$ cat src/rtl/if_stage.sv
// ----------------------------------------------------------------------------
// if_stage : instruction-fetch stage.
// Owns the PC, addresses a combinational instruction memory and captures the
// returned word together with its PC (and PC+4) into the IF/ID register.
// Handles hazard stalls, EX-stage redirects and a BOOT/RUN/HALT state machine.
//
// Optional feature macro: IF_MISALIGN_TRAP_EN
//   defined   : a redirect with target[1:0] != 0 loads the aligned PC, raises
//               the sticky o_misalign flag and parks the stage in HALT.
//   undefined : target[1:0] is silently cleared and o_misalign stays 0.
// ----------------------------------------------------------------------------
module if_stage #(
    parameter logic [31:0] P_RESET_PC  = 32'h0000_0000,
    parameter int          P_ADDR_BITS = 20,
    parameter logic [31:0] P_NOP       = 32'h0000_0013
) (
    input  logic        i_clk,
    input  logic        i_rst_n,
    output logic [31:0] o_imem_adr,
    input  logic [31:0] i_imem_instr,
    input  logic        i_stall,
    input  logic        i_redirect,
    input  logic [31:0] i_redirect_pc,
    input  logic        i_halt,
    output logic [31:0] o_if_id_instr,
    output logic [31:0] o_if_id_pc,
    output logic [31:0] o_if_id_pc4,
    output logic        o_if_id_valid,
    output logic [1:0]  o_state,
    output logic        o_misalign
);

    // Implemented address bits; everything above is forced to zero.
    localparam logic [31:0] ADDR_MASK  = (P_ADDR_BITS >= 32) ? 32'hFFFF_FFFF
                                       : ((32'h1 << P_ADDR_BITS) - 32'h1);
    // Word-aligned view of the address space: PC[1:0] is never set.
    localparam logic [31:0] ALIGN_MASK = ADDR_MASK & 32'hFFFF_FFFC;
    localparam logic [31:0] RESET_PC   = P_RESET_PC & ALIGN_MASK;

    typedef enum logic [1:0] {
        ST_BOOT = 2'd0,
        ST_RUN  = 2'd1,
        ST_HALT = 2'd2
    } state_t;

    state_t      state_r;
    logic [31:0] pc_r;
    logic [31:0] if_id_instr_r;
    logic [31:0] if_id_pc_r;
    logic [31:0] if_id_pc4_r;
    logic        if_id_valid_r;
    logic        misalign_r;

    logic [31:0] pc4_s;
    logic [31:0] redir_pc_s;
    logic        redir_misalign_s;
    state_t      redir_state_s;

    // Sequential PC successor, wrapping inside the implemented address space.
    function automatic logic [31:0] f_next_pc(input logic [31:0] pc);
        f_next_pc = (pc + 32'd4) & ALIGN_MASK;
    endfunction

    // Redirect target clipped to the implemented, word-aligned address space.
    function automatic logic [31:0] f_align_target(input logic [31:0] tgt);
        f_align_target = tgt & ALIGN_MASK;
    endfunction

    // Derive the sequential PC and everything a redirect would load this cycle.
    always_comb begin
        pc4_s      = f_next_pc(pc_r);
        redir_pc_s = f_align_target(i_redirect_pc);
`ifdef IF_MISALIGN_TRAP_EN
        redir_misalign_s = (i_redirect_pc[1:0] != 2'b00);
`else
        redir_misalign_s = 1'b0;
`endif
        if (redir_misalign_s) begin
            redir_state_s = ST_HALT;
        end else begin
            redir_state_s = ST_RUN;
        end
    end

    // Fetch FSM: owns PC, IF/ID register, state and the sticky misalign flag.
    always_ff @(posedge i_clk or negedge i_rst_n) begin
        if (!i_rst_n) begin
            state_r       <= ST_BOOT;
            pc_r          <= RESET_PC;
            if_id_instr_r <= P_NOP;
            if_id_pc_r    <= 32'h0000_0000;
            if_id_pc4_r   <= 32'h0000_0000;
            if_id_valid_r <= 1'b0;
            misalign_r    <= 1'b0;
        end else begin
            case (state_r)
                ST_BOOT: begin
                    // One settling cycle with a bubble; a redirect may still retarget the PC.
                    if_id_instr_r <= P_NOP;
                    if_id_pc_r    <= 32'h0000_0000;
                    if_id_pc4_r   <= 32'h0000_0000;
                    if_id_valid_r <= 1'b0;
                    if (i_redirect) begin
                        pc_r       <= redir_pc_s;
                        state_r    <= redir_state_s;
                        misalign_r <= misalign_r | redir_misalign_s;
                    end else begin
                        state_r    <= ST_RUN;
                    end
                end
                ST_RUN: begin
                    if (i_redirect) begin
                        // Redirect beats halt and stall: squash the fetched word.
                        pc_r          <= redir_pc_s;
                        state_r       <= redir_state_s;
                        misalign_r    <= misalign_r | redir_misalign_s;
                        if_id_instr_r <= P_NOP;
                        if_id_pc_r    <= 32'h0000_0000;
                        if_id_pc4_r   <= 32'h0000_0000;
                        if_id_valid_r <= 1'b0;
                    end else if (i_halt) begin
                        state_r       <= ST_HALT;
                        if_id_instr_r <= P_NOP;
                        if_id_pc_r    <= 32'h0000_0000;
                        if_id_pc4_r   <= 32'h0000_0000;
                        if_id_valid_r <= 1'b0;
                    end else if (i_stall) begin
                        // Hold PC and IF/ID exactly as they are.
                        state_r       <= ST_RUN;
                    end else begin
                        pc_r          <= pc4_s;
                        state_r       <= ST_RUN;
                        if_id_instr_r <= i_imem_instr;
                        if_id_pc_r    <= pc_r;
                        if_id_pc4_r   <= pc4_s;
                        if_id_valid_r <= 1'b1;
                    end
                end
                ST_HALT: begin
                    // Parked: keep issuing bubbles until a redirect restarts fetch.
                    if_id_instr_r <= P_NOP;
                    if_id_pc_r    <= 32'h0000_0000;
                    if_id_pc4_r   <= 32'h0000_0000;
                    if_id_valid_r <= 1'b0;
                    if (i_redirect) begin
                        pc_r       <= redir_pc_s;
                        state_r    <= redir_state_s;
                        misalign_r <= misalign_r | redir_misalign_s;
                    end else begin
                        state_r    <= ST_HALT;
                    end
                end
                default: begin
                    // Unreachable encoding: recover through BOOT with a bubble.
                    state_r       <= ST_BOOT;
                    if_id_instr_r <= P_NOP;
                    if_id_pc_r    <= 32'h0000_0000;
                    if_id_pc4_r   <= 32'h0000_0000;
                    if_id_valid_r <= 1'b0;
                end
            endcase
        end
    end

    assign o_imem_adr    = pc_r;
    assign o_if_id_instr = if_id_instr_r;
    assign o_if_id_pc    = if_id_pc_r;
    assign o_if_id_pc4   = if_id_pc4_r;
    assign o_if_id_valid = if_id_valid_r;
    assign o_state       = state_r;
    assign o_misalign    = misalign_r;

endmodule

$ cat config.mk
export PLATFORM = sky130hd
export DESIGN_NAME = if_stage
export DESIGN_NICKNAME = d
export VERILOG_FILES = /design/src/rtl/if_stage.sv
export SDC_FILE = /design/constraint.sdc
export NUM_CORES = 1
export LEC_CHECK = 0
export BUFFER_PORTS_ARGS = -buffer_cell sky130_fd_sc_hd__buf_2
export CORE_MARGIN = 4
export CORE_UTILIZATION = 50
export DETAILED_ROUTE_END_ITERATION = 12
export GPL_ROUTABILITY_DRIVEN = 0
export PLACE_DENSITY = 0.85
export SYNTH_ARGS = -nofsm -noshare
export SYNTH_HDL_FRONTEND = slang
export SYNTH_SLANG_ARGS = --single-unit
$ cat constraint.sdc
create_clock -name i_clk -period 4.3 [get_ports i_clk]
set_clock_uncertainty 0.15 [all_clocks]
set_input_delay 0.645 -clock i_clk [delete_from_list [all_inputs] [get_ports i_clk]]
set_output_delay 0.645 -clock i_clk [all_outputs]
set_load 0.02 [all_outputs]
==> results.md <==
- Outcome: complete, no violations
- Total number of H-tree levels: 3
- Post-synth top area share: 0.513
- Post-synth EDFFs: 0
- P_leak: between 2 and 3 nW
- Finish-stage setup viols: 0
- Yosys warns: 0
- Largest net degree at the start of global routing: 90
- Setup WS pre-CTS: between 1.5 and 2 ns
- Placement Rows: 33
- Num CTS Buffers: 9
- Die W: 99.6 um
- Period utilization: 0.556
- Clock latency on the worst-skew pair: around 0.35 ns
- WL per Instance: roughly 18 um
- Overflow after GRT: 0
- First-pass GRT wire length: 17.7 mm
- Slew @ Worst Pin: between 1 and 1.5 ns
- Startpoint Class: flip-flop
- Worst flop-to-flop path startpoint: o_state[0]$_DFF_PN0_
- Worst-path fanout max: 50
- Fmax: between 400 and 500 MHz
- Crit path time final: between 2 and 2.5 ns
- Final Non-Filler Cells: 632
- Postcts setup bufs: 0
- End of the critical path: o_if_id_instr[7]$_DFFE_PN0P_
- Total core area: 0.00818 mm2
- Async SR Flop Fraction: 1.00
- Slew margin rel.: 0.274
- Max Cap Viol: 0
- Syn-to-layout area delta: 18.1%
- CP required: about 4.4 ns
- Setup slack after layout: roughly 1.9 ns
- Slew Viols, Final: 0
- Hold Path Class: in -> async
- Post-synth top area cell: dfrtp_1
- Filler instances: roughly 700
- Input/output buffers: ~140
- Final Hold Fails: 0
- I/O pin total: ~200
- Post-CTS Hold Buffers: 0
- Initial antenna violation count: 0
- Final HPWL DP: just under 8 mm
- Clock-pin slew on the worst setup and hold paths: roughly 0.09 ns
- CTS tree: yes
- CP arrival: 2.52 ns
- Clock root buffer master: clkbuf_8
- Die area: 0.00993 mm2
- Unrepaired setup endpoints after global routing: no
- Crit-path cells: nor2b_1 > and3_2 > buf_4 > a22o_1
- Ys flop type: dfrtp_1
- Drt pass-1 iters: 4
- Mapped cell area: around 0.0042 mm2
- Syn avg cell area: about 11 um2
- R2r setup slk: between 1.5 and 2 ns
- Top cells by area, synth: dfrtp_1, a22o_1, buf_4
- WS Path Type: reg -> reg
- Seq cells post-synth: 89
- Layout cell share with drive strength beyond 1: 0.323
- Setup tns final: 0 ns
- DR vias/cell: ~5.6
- Total power: approximately 0.0020 W
- Total Wirelength: around 11 mm
- Post-DRT Antenna Nets: 0
- CP Launch Point: o_state[0]$_DFF_PN0_
- Placed cells: between 600 and 700
- Starting Density: 0.514
- Slowest stage delay, CP: approximately 0.89 ns
- Slowest library cell on the worst path: and3_2
- Setup crit end kind: flip-flop
- CTS Buffer Depth: 2
- Post-synth cell types: 48
- Iter 0 DRT Violations: roughly 190
- Ant. Diodes: 0
- Die Ht: between 90 and 100 um
- Clock Sink Count: 89
- Worst reg-to-reg path cell count: 4
- P per Cell Area: 408 mW/mm2
- DR vias: around 3500
- Total global routing track utilization: 0.226
- Post_cts resized: 0
- Register area share after synthesis: 0.531
- Post-Synthesis Cells: just under 400
- Layout Nets: just under 600
- Worst vdd ir: 0.201 mV
- Worst reg2reg endpoint: o_if_id_instr[7]$_DFFE_PN0P_
- Vias in the first global route: 3409
- # DRC: 0
-- layer usage --
layer / vias up / track usage / share of wire
li1: 1624 / - / -
met1: 1696 / 0.320 / 0.42
met2: 191 / 0.350 / 0.47
met3: 14 / 0.0449 / 0.096
met4: 0 / 0.0798 / 0.015
met5: - / 0 / 0
-- final cells by class --
| cell class | instances | area [um2] | share of cell area |
|---|---|---|---|
| tap | 105 | 131 | 0.0265 |
| sequential | 89 | 2230 | 0.450 |
| clock inverter | 6 | 43.8 | 0.00883 |
| timing repair buffer | 148 | 756 | 0.152 |
| clock buffer | 10 | 128 | 0.0257 |
| inverter | 2 | 7.51 | 0.00151 |
| multi-input combinational | 272 | 1660 | 0.335 |
-- power by group --
| group | internal [W] | leakage (nW) | switching, W | total, W |
|---|---|---|---|---|
| registers | 0.000909 | 1.17 | 0.000122 | 0.00103 |
| clock network | 0.000212 | 0.0866 | 0.000294 | 0.000506 |
| logic | 0.000171 | 1.33 | 0.000316 | 0.000486 |
-- flip-flops by register name, indices dropped and copies added (netlist names) --
| register | cells |
|---|---|
| o_if_id_instr | 32 |
| o_if_id_pc4 | 18 |
| o_if_id_pc | 18 |
| o_imem_adr | 18 |
| o_state | 2 |
| o_if_id_valid | 1 |
-- stage by stage --
| step | instance area (um2) | utilization | hold WS [ns] |
|---|---|---|---|
| after floorplan | 4360 | - | 0.199 |
| after global placement | 4790 | 0.586 | 0.307 |
| after detailed placement | 4790 | 0.586 | 0.315 |
| after CTS | 4960 | 0.607 | 0.334 |
| after global routing | 4960 | 0.607 | 0.332 |
| final | 4960 | 0.607 | 0.326 |
-- placed cells by master (no fill, tap or decap), types with 3 or more instances in the layout --
cell type,Yosys,final
nor2b_1,4,4
a22o_1,47,47
and3_1,5,4
o21ai_0,12,12
nor2_1,6,6
clkbuf_8,0,9
nand4_1,6,6
a21oi_1,10,10
o22ai_1,4,4
dfstp_2,3,3
or3_1,5,5
nor3_1,4,4
buf_4,43,6
buf_2,11,142
and4_1,5,5
o211ai_1,7,7
xor2_1,4,4
nand3b_1,3,3
a2bb2oi_1,4,4
nand2_1,41,41
conb_1,1,43
a32oi_1,9,9
o22a_1,3,3
xnor2_1,3,3
nand3_1,25,25
dfrtp_1,86,86
-- cell usage after synthesis (all sizes together), types with 3 or more instances --
library cell / n
nor2b: 4
or3: 5
nand3b: 3
o21ai: 13
nor2: 7
nor3: 4
nand3: 25
dfstp: 3
xnor2: 3
clkbuf: 15
a22o: 47
and3: 5
o211ai: 7
a21oi: 10
o22a: 3
o22ai: 4
xor2: 4
buf: 59
a32oi: 9
nand2: 41
nand4: 6
dfrtp: 86
and4: 5
a2bb2oi: 4
-- kinds of logic after synthesis --
group | Yosys count | share of synthesized area
AO/OA/AOI/OAI | 104 | 0.191
adder cells (fa/ha/maj) | 1 | 0.00298
AND/OR/NAND/NOR | 116 | 0.145
buffers and inverters | 76 | 0.112
flip-flops | 89 | 0.531
other | 1 | 0.000893
XOR/XNOR | 7 | 0.0146
multiplexers | 1 | 0.00238
-- critical path: cells and delay by family (launching register included) --
family,cells,cell delay [ns]
flip-flops,1,0.50
buffers and inverters,1,0.36
AND/OR/NAND/NOR,2,1.12
AO/OA/AOI/OAI,1,0.18
-- how the worst min path moves through the flow --
stage,startpoint,to,slack [ns],depth (start not counted)
2_1_floorplan,i_rst_n,o_if_id_instr[10]$_DFFE_PN0P_,0.20,0
3_3_place_gp,o_if_id_valid$_DFFE_PN0P_,o_if_id_valid$_DFFE_PN0P_,0.31,2
3_5_place_dp,o_if_id_pc[19]$_DFFE_PN0P_,o_if_id_pc[19]$_DFFE_PN0P_,0.31,1
4_1_cts,i_imem_instr[1],o_if_id_instr[1]$_DFFE_PN1P_,0.33,2
5_1_grt,i_imem_instr[26],o_if_id_instr[26]$_DFFE_PN0P_,0.33,2
6_report,i_rst_n,o_if_id_pc[4]$_DFFE_PN0P_,0.33,1
Note: power is estimated with default switching activity, not from simulation.
